$ cat config.mk
export PLATFORM = sky130hd
export DESIGN_NAME = sensor_window_buffer
export DESIGN_NICKNAME = d
export VERILOG_FILES = /design/src/rtl/glove_pkg.sv /design/src/rtl/calib_sat.sv /design/src/rtl/sensor_window_buffer.sv
export SDC_FILE = /design/constraint.sdc
export NUM_CORES = 1
export LEC_CHECK = 0
export BUFFER_PORTS_ARGS = -buffer_cell sky130_fd_sc_hd__buf_2
export CAP_MARGIN = 15
export CORE_ASPECT_RATIO = 0.5
export CORE_MARGIN = 2
export CORE_UTILIZATION = 55
export CTS_BUF_LIST = sky130_fd_sc_hd__clkbuf_4 sky130_fd_sc_hd__clkbuf_8 sky130_fd_sc_hd__clkbuf_16
export DETAILED_ROUTE_END_ITERATION = 8
export MAX_ROUTING_LAYER = met4
export PLACE_DENSITY = 0.8
export RECOVER_POWER = 25
export SYNTH_ARGS = -nofsm -noshare
export SYNTH_HDL_FRONTEND = slang
export SYNTH_SLANG_ARGS = --single-unit
export TNS_END_PERCENT = 1
$ cat constraint.sdc
create_clock -name i_clk -period 58.4 [get_ports i_clk]
set_clock_uncertainty 0.05 [all_clocks]
set_input_delay 8.76 -clock i_clk [delete_from_list [all_inputs] [get_ports i_clk]]
set_output_delay 8.76 -clock i_clk [all_outputs]
set_load 0.02 [all_outputs]
$ cat src/rtl/glove_pkg.sv
// Shared types and sizing for the glove sensor front end.
package glove_pkg;
  localparam int N_CH   = 8;
  localparam int N_STEP = 5;
  localparam int W      = 16;
  localparam int N_WIN  = N_CH * N_STEP;
  localparam int CW     = $clog2(N_CH);
  localparam int SW     = $clog2(N_STEP + 1);

  typedef logic signed [W-1:0] sample_t;
  typedef sample_t window_t [0:N_WIN-1];
  typedef enum logic {S_FILL, S_STREAM} state_t;

  // One incoming sample beat; vld already excludes the clear cycle.
  typedef struct packed {
    logic    vld;
    logic    sof;
    sample_t smp;
  } beat_t;

  // Clamp a W+1 bit difference into W bits: overflow shows as top two bits differing.
  function automatic sample_t sat_w(input logic signed [W:0] d);
    if (d[W] ^ d[W-1]) sat_w = {d[W], {(W-1){~d[W]}}};
    else               sat_w = d[W-1:0];
  endfunction
endpackage

$ cat src/rtl/calib_sat.sv
// Offset subtraction with saturation to the sample width.
module calib_sat
  import glove_pkg::*;
(
  input  sample_t i_sample,
  input  sample_t i_offset,
  output sample_t o_corr
);
  logic signed [W:0] diff;

  // Sign-extend both operands so the difference cannot wrap.
  always_comb diff = {i_sample[W-1], i_sample} - {i_offset[W-1], i_offset};

  assign o_corr = sat_w(diff);
endmodule

$ cat src/rtl/sensor_window_buffer.sv
// Sliding window of calibrated glove samples feeding the gesture core.
module sensor_window_buffer
  import glove_pkg::*;
(
  input  logic               i_clk,
  input  logic               i_rst_n,
  input  logic               i_clear,
  input  logic               i_valid,
  input  logic               i_sof,
  input  logic [W-1:0]       i_sample,
  input  logic               i_cal_we,
  input  logic [CW-1:0]      i_cal_ch,
  input  logic [W-1:0]       i_cal_val,
  input  logic               i_ready,
  output logic               o_next,
  output logic [N_WIN*W-1:0] o_data,
  output logic               o_overrun,
  output logic               o_sync_err
);
  sample_t       offs [N_CH];
  sample_t       row  [0:N_CH-2];
  window_t       win;
  sample_t       corr;
  beat_t         bt;
  logic [CW-1:0] ch, wr_ch;
  logic [SW-1:0] step;
  logic          pend, commit, fresh, sync_hit;
  state_t        state, state_nx;

  assign bt       = '{vld: i_valid & ~i_clear, sof: i_sof, smp: i_sample};
  assign wr_ch    = bt.sof ? '0 : ch;
  assign commit   = bt.vld && (wr_ch == CW'(N_CH - 1));
  assign fresh    = commit && ((state == S_STREAM) || (step == SW'(N_STEP - 1)));
  assign sync_hit = bt.vld && bt.sof && (ch != '0);

  calib_sat u_cal (
    .i_sample (bt.smp),
    .i_offset (offs[wr_ch]),
    .o_corr   (corr)
  );

  // Calibration offsets; a write lands at the edge so same-cycle samples see the old value.
  always_ff @(posedge i_clk) begin
    if (!i_rst_n) begin
      for (int i = 0; i < N_CH; i++) offs[i] <= '0;
    end else if (i_cal_we) begin
      offs[i_cal_ch] <= i_cal_val;
    end
  end

  // Staging row for channels 0..N_CH-2; the last channel goes straight into the window.
  always_ff @(posedge i_clk) begin
    if (!i_rst_n) begin
      for (int i = 0; i < N_CH - 1; i++) row[i] <= '0;
    end else if (bt.vld && !commit) begin
      row[wr_ch] <= corr;
    end
  end

  // Window shifts one step per commit; clear leaves it untouched.
  always_ff @(posedge i_clk) begin
    if (!i_rst_n) begin
      for (int i = 0; i < N_WIN; i++) win[i] <= '0;
    end else if (commit) begin
      for (int i = 0; i < N_WIN - N_CH; i++) win[i] <= win[i + N_CH];
      for (int c = 0; c < N_CH - 1; c++) win[N_WIN - N_CH + c] <= row[c];
      win[N_WIN - 1] <= corr;
    end
  end

  // State register.
  always_ff @(posedge i_clk) begin
    if (!i_rst_n) state <= S_FILL;
    else          state <= state_nx;
  end

  // Fill ends on the commit that completes the first full window.
  always_comb begin
    state_nx = state;
    if (i_clear)    state_nx = S_FILL;
    else if (fresh) state_nx = S_STREAM;
  end

  // Counters, delivery handshake and sticky error flags.
  always_ff @(posedge i_clk) begin
    if (!i_rst_n || i_clear) begin
      ch         <= '0;
      step       <= '0;
      pend       <= 1'b0;
      o_next     <= 1'b0;
      o_overrun  <= 1'b0;
      o_sync_err <= 1'b0;
    end else begin
      if (bt.vld) ch <= commit ? '0 : wr_ch + 1'b1;
      if (commit && step != SW'(N_STEP)) step <= step + 1'b1;
      if (sync_hit) o_sync_err <= 1'b1;
      if (fresh && pend) o_overrun <= 1'b1;
      if ((fresh || pend) && i_ready && !o_next) begin
        o_next <= 1'b1;
        pend   <= 1'b0;
      end else begin
        o_next <= 1'b0;
        if (fresh) pend <= 1'b1;
      end
    end
  end

  for (genvar i = 0; i < N_WIN; i++) begin : g_out
    assign o_data[i*W +: W] = win[i];
  end
endmodule

==> run_results.csv <==
group,metric,value,unit
status,status,"finished with violations",
status,failed_checks,"capacitance limit, slew limit",
clock_tree,cts_tree,"built",
clock_tree,hold_buffers,0,
global_routing,grt_start_max_net_pins,287,
clock_tree,clk_latency,0.62,ns
routing,wl_per_cell,23.5,um
clock_tree,max-clock-path-buffers,3,
floorplan,fp.dieArea,65800,um^2
placement,gp_congestion,0.913,
hold_path,hp-class,"flip-flop to flip-flop",
finish,area_delta_synth_final,17.0,%
finish,nFillCells,4712,
clock_tree,cts_resized,0,
finish,layout_commonest_cell,"edfxtp_1",
worst_setup_path,arrival,14.57,ns
sta,rsz0062_at_grt,"false",
routing,via_count,20700,
finish,final_nets,2987,
synthesis,ys_ff_latch,891,
global_routing,grt_pass1_wl,127000,um
worst_setup_path,critical_path.endpoint_type,"flip-flop",
synthesis,ys.warnings.count,0,
clock_tree,cts_inserted_buffers,76,
synthesis,synth-edff-count,864,
sta,hold_viol,0,
worst_setup_path,crit_buf_inv,2,
sta,maxSlewHeadroom,-89.0,%
hold_path,hp-start,"o_next",
synthesis,synth-compound-area-share,2.94,%
global_routing,grt_usage,27.3,%
floorplan,coreArea,62900,um^2
worst_setup_path,crit_top_cell,"clkbuf_1",
finish,finish.instance_area,40900,um^2
global_routing,grt-ovfl-total,0,
synthesis,synth_adder_area_share,0.808,%
synthesis,synthMuxAreaShare,1.67,%
clock_tree,root_buffer,"clkbuf_16",
synthesis,synth-xor-area-share,0.325,%
worst_setup_path,cp-startpoint,"i_rst_n",
worst_setup_path,critPathLaunchType,"primary input",
routing,route.detailed.drc,0,
sta,slew_violations,124,
routing,drtPass1Iterations,5,
synthesis,synthDistinctLibCells,72,
sta,finalSetupViolCount,0,
synthesis,avgSynthCellArea,15.5,um^2
power_and_ir_drop,power_density,32.9,nW/um^2
synthesis,synthesis.nets,2326,
synthesis,synth-seq-area-share,75.7,%
sta,tns,0,ns
floorplan,num_io_pins,685,
finish,drive_gt1_share,13.0,%
routing,via_per_inst,5.42,
worst_setup_path,crit_path_max_incr_delay,2.09,ns
worst_setup_path,cp_max_fo,79,
worst_setup_path,r2r_start,"ch[0]",
power_and_ir_drop,power.leakage,15.1,nW
sta,clock.fmax,0.0696,GHz
floorplan,rows,65,
placement,place_area,39100,um^2
finish,layout_common_cells,"864 x edfxtp_1, 686 x and2_1, 505 x clkbuf_1",
routing,routed_wirelength,89700,um
worst_setup_path,critPathSlowestCell,"clkbuf_1",
clock_tree,htreeDepth,3,
placement,portBuffers,684,
synthesis,netlist_instances,2262,
run,maxCapViolCount,2,
synthesis,synthFlopType,"edfxtp_1",
power_and_ir_drop,ir_worst_vdd,0.0000216,V
clock_tree,post_cts_buffers,0,
clock_tree,cts_sinks,891,
global_routing,grt_antenna_before_repair,10,
floorplan,initial_utilization,55.6,%
floorplan,fp.dieH,182,um
worst_setup_path,crit_family,"buffers and inverters",
global_routing,grt_pass1_vias,19300,
routing,drt_iter0_markers,2342,
synthesis,synthSimpleGateAreaFrac,16.8,%
worst_setup_path,required,58.60,ns
sta,worstMarginPinSlew,2.84,ns
synthesis,netlist_area,35000,um^2
sta,layout_min_cycle_time,14.37,ns
worst_setup_path,crit_path_cell_trace,"clkbuf_1 > clkbuf_1 > nand4_1 > nand2_1",
routing,final_antenna_net_count,0,
worst_setup_path,worstSetupPathType,"primary input to flip-flop",
synthesis,async_flop_share,0,%
floorplan,die_w,361,um
sta,finalCritPeriodShare,24.6,%
clock_tree,cts.reportedPaths.clkPinSlew,0.07,ns
placement,hpwl,64700,um
synthesis,synth_top_family_by_area,"simple AND/OR/NAND/NOR gates",
## power breakdown
group / total (mW) / internal, mW / switching (mW)
combinational: 0.0998 / 0.0238 / 0.0760
clock: 0.503 / 0.273 / 0.230
sequential: 0.743 / 0.727 / 0.0153
## state kept, by name (all words and copies together) (netlist names)
signal and cells:
win 640, offs 128, row 112, ch 3, step 3, o_next 1
o_overrun 1, o_sync_err 1, pend 1, state 1
## kinds of logic (layout without fill, tap and decap cells)
kind of cell	count (synthesis)	after routing
xor+xnor	13	13
buf+inv	139	862
flops	891	891
fa+ha+maj	22	22
simple gates	1001	1001
other cells	0	4
compound gates	160	160
mux	36	36
## layer usage
layer  global-route usage [%]  wire (um)  vias to the layer above
li1                         -          -                     9345
met5                        -          0                        -
met2                     43.9      44600                      882
met1                     34.8      35300                    10300
met3                     6.43       6870                      196
met4                     8.74       3000                        0
## Yosys cell counts (all sizes together), types with 8 or more instances
master | count | share of area (%)
dfxtp | 27 | 1.5
a21oi | 77 | 1.1
and2 | 754 | 13
nand3 | 12 | 0.21
nor2 | 113 | 1.2
nor3 | 24 | 0.34
mux2 | 17 | 0.56
edfxtp | 864 | 74
buf | 19 | 0.44
clkbuf | 102 | 1.1
nand2b | 19 | 0.35
o22ai | 18 | 0.32
nor2b | 8 | 0.14
mux4 | 16 | 1.0
inv | 18 | 0.19
xnor2 | 9 | 0.23
ha | 21 | 0.75
nand2 | 45 | 0.49
o21ai | 22 | 0.34
## through the flow
| stage | setup WS [ns] | utilization, % | cells | total power, mW | hold slack (ns) |
|---|---|---|---|---|---|
| floorplan | 33.50 | - | 2262 | 0.827 | 0.391 |
| detailed placement | 43.66 | 62.1 | 3682 | 0.858 | 0.393 |
| global placement | 43.82 | 62.1 | 3682 | 0.856 | 0.377 |
| CTS | 44.31 | 66.0 | 3822 | 1.35 | 0.402 |
| global route | 43.33 | 65.0 | 3826 | 1.38 | 0.431 |
| finish | 44.03 | 65.0 | 3826 | 1.35 | 0.407 |
## worst paths after layout
kind                               endpoint  slack (ns)  depth (start not counted)
worst max-delay path              row[3][7]       44.03                          4
worst max register to register  win[0][345]       51.83                         10
worst min register to register       o_next        0.41                          1
worst min-delay path                 o_next        0.41                          1
## layout make-up
| type | count | area [um^2] | share of cell area (%) |
|---|---|---|---|
| well taps | 837 | 1050 | 2.56 |
| clock buffers | 100 | 2160 | 5.29 |
| flip-flops and latches | 891 | 26500 | 64.7 |
| diodes | 4 | 10.0 | 0.0244 |
| repair buffers | 704 | 2960 | 7.23 |
| clock inverters | 40 | 285 | 0.697 |
| multi-input cells | 1232 | 7920 | 19.3 |
| inverters | 18 | 67.6 | 0.165 |
(Power assumes the default switching activity.)
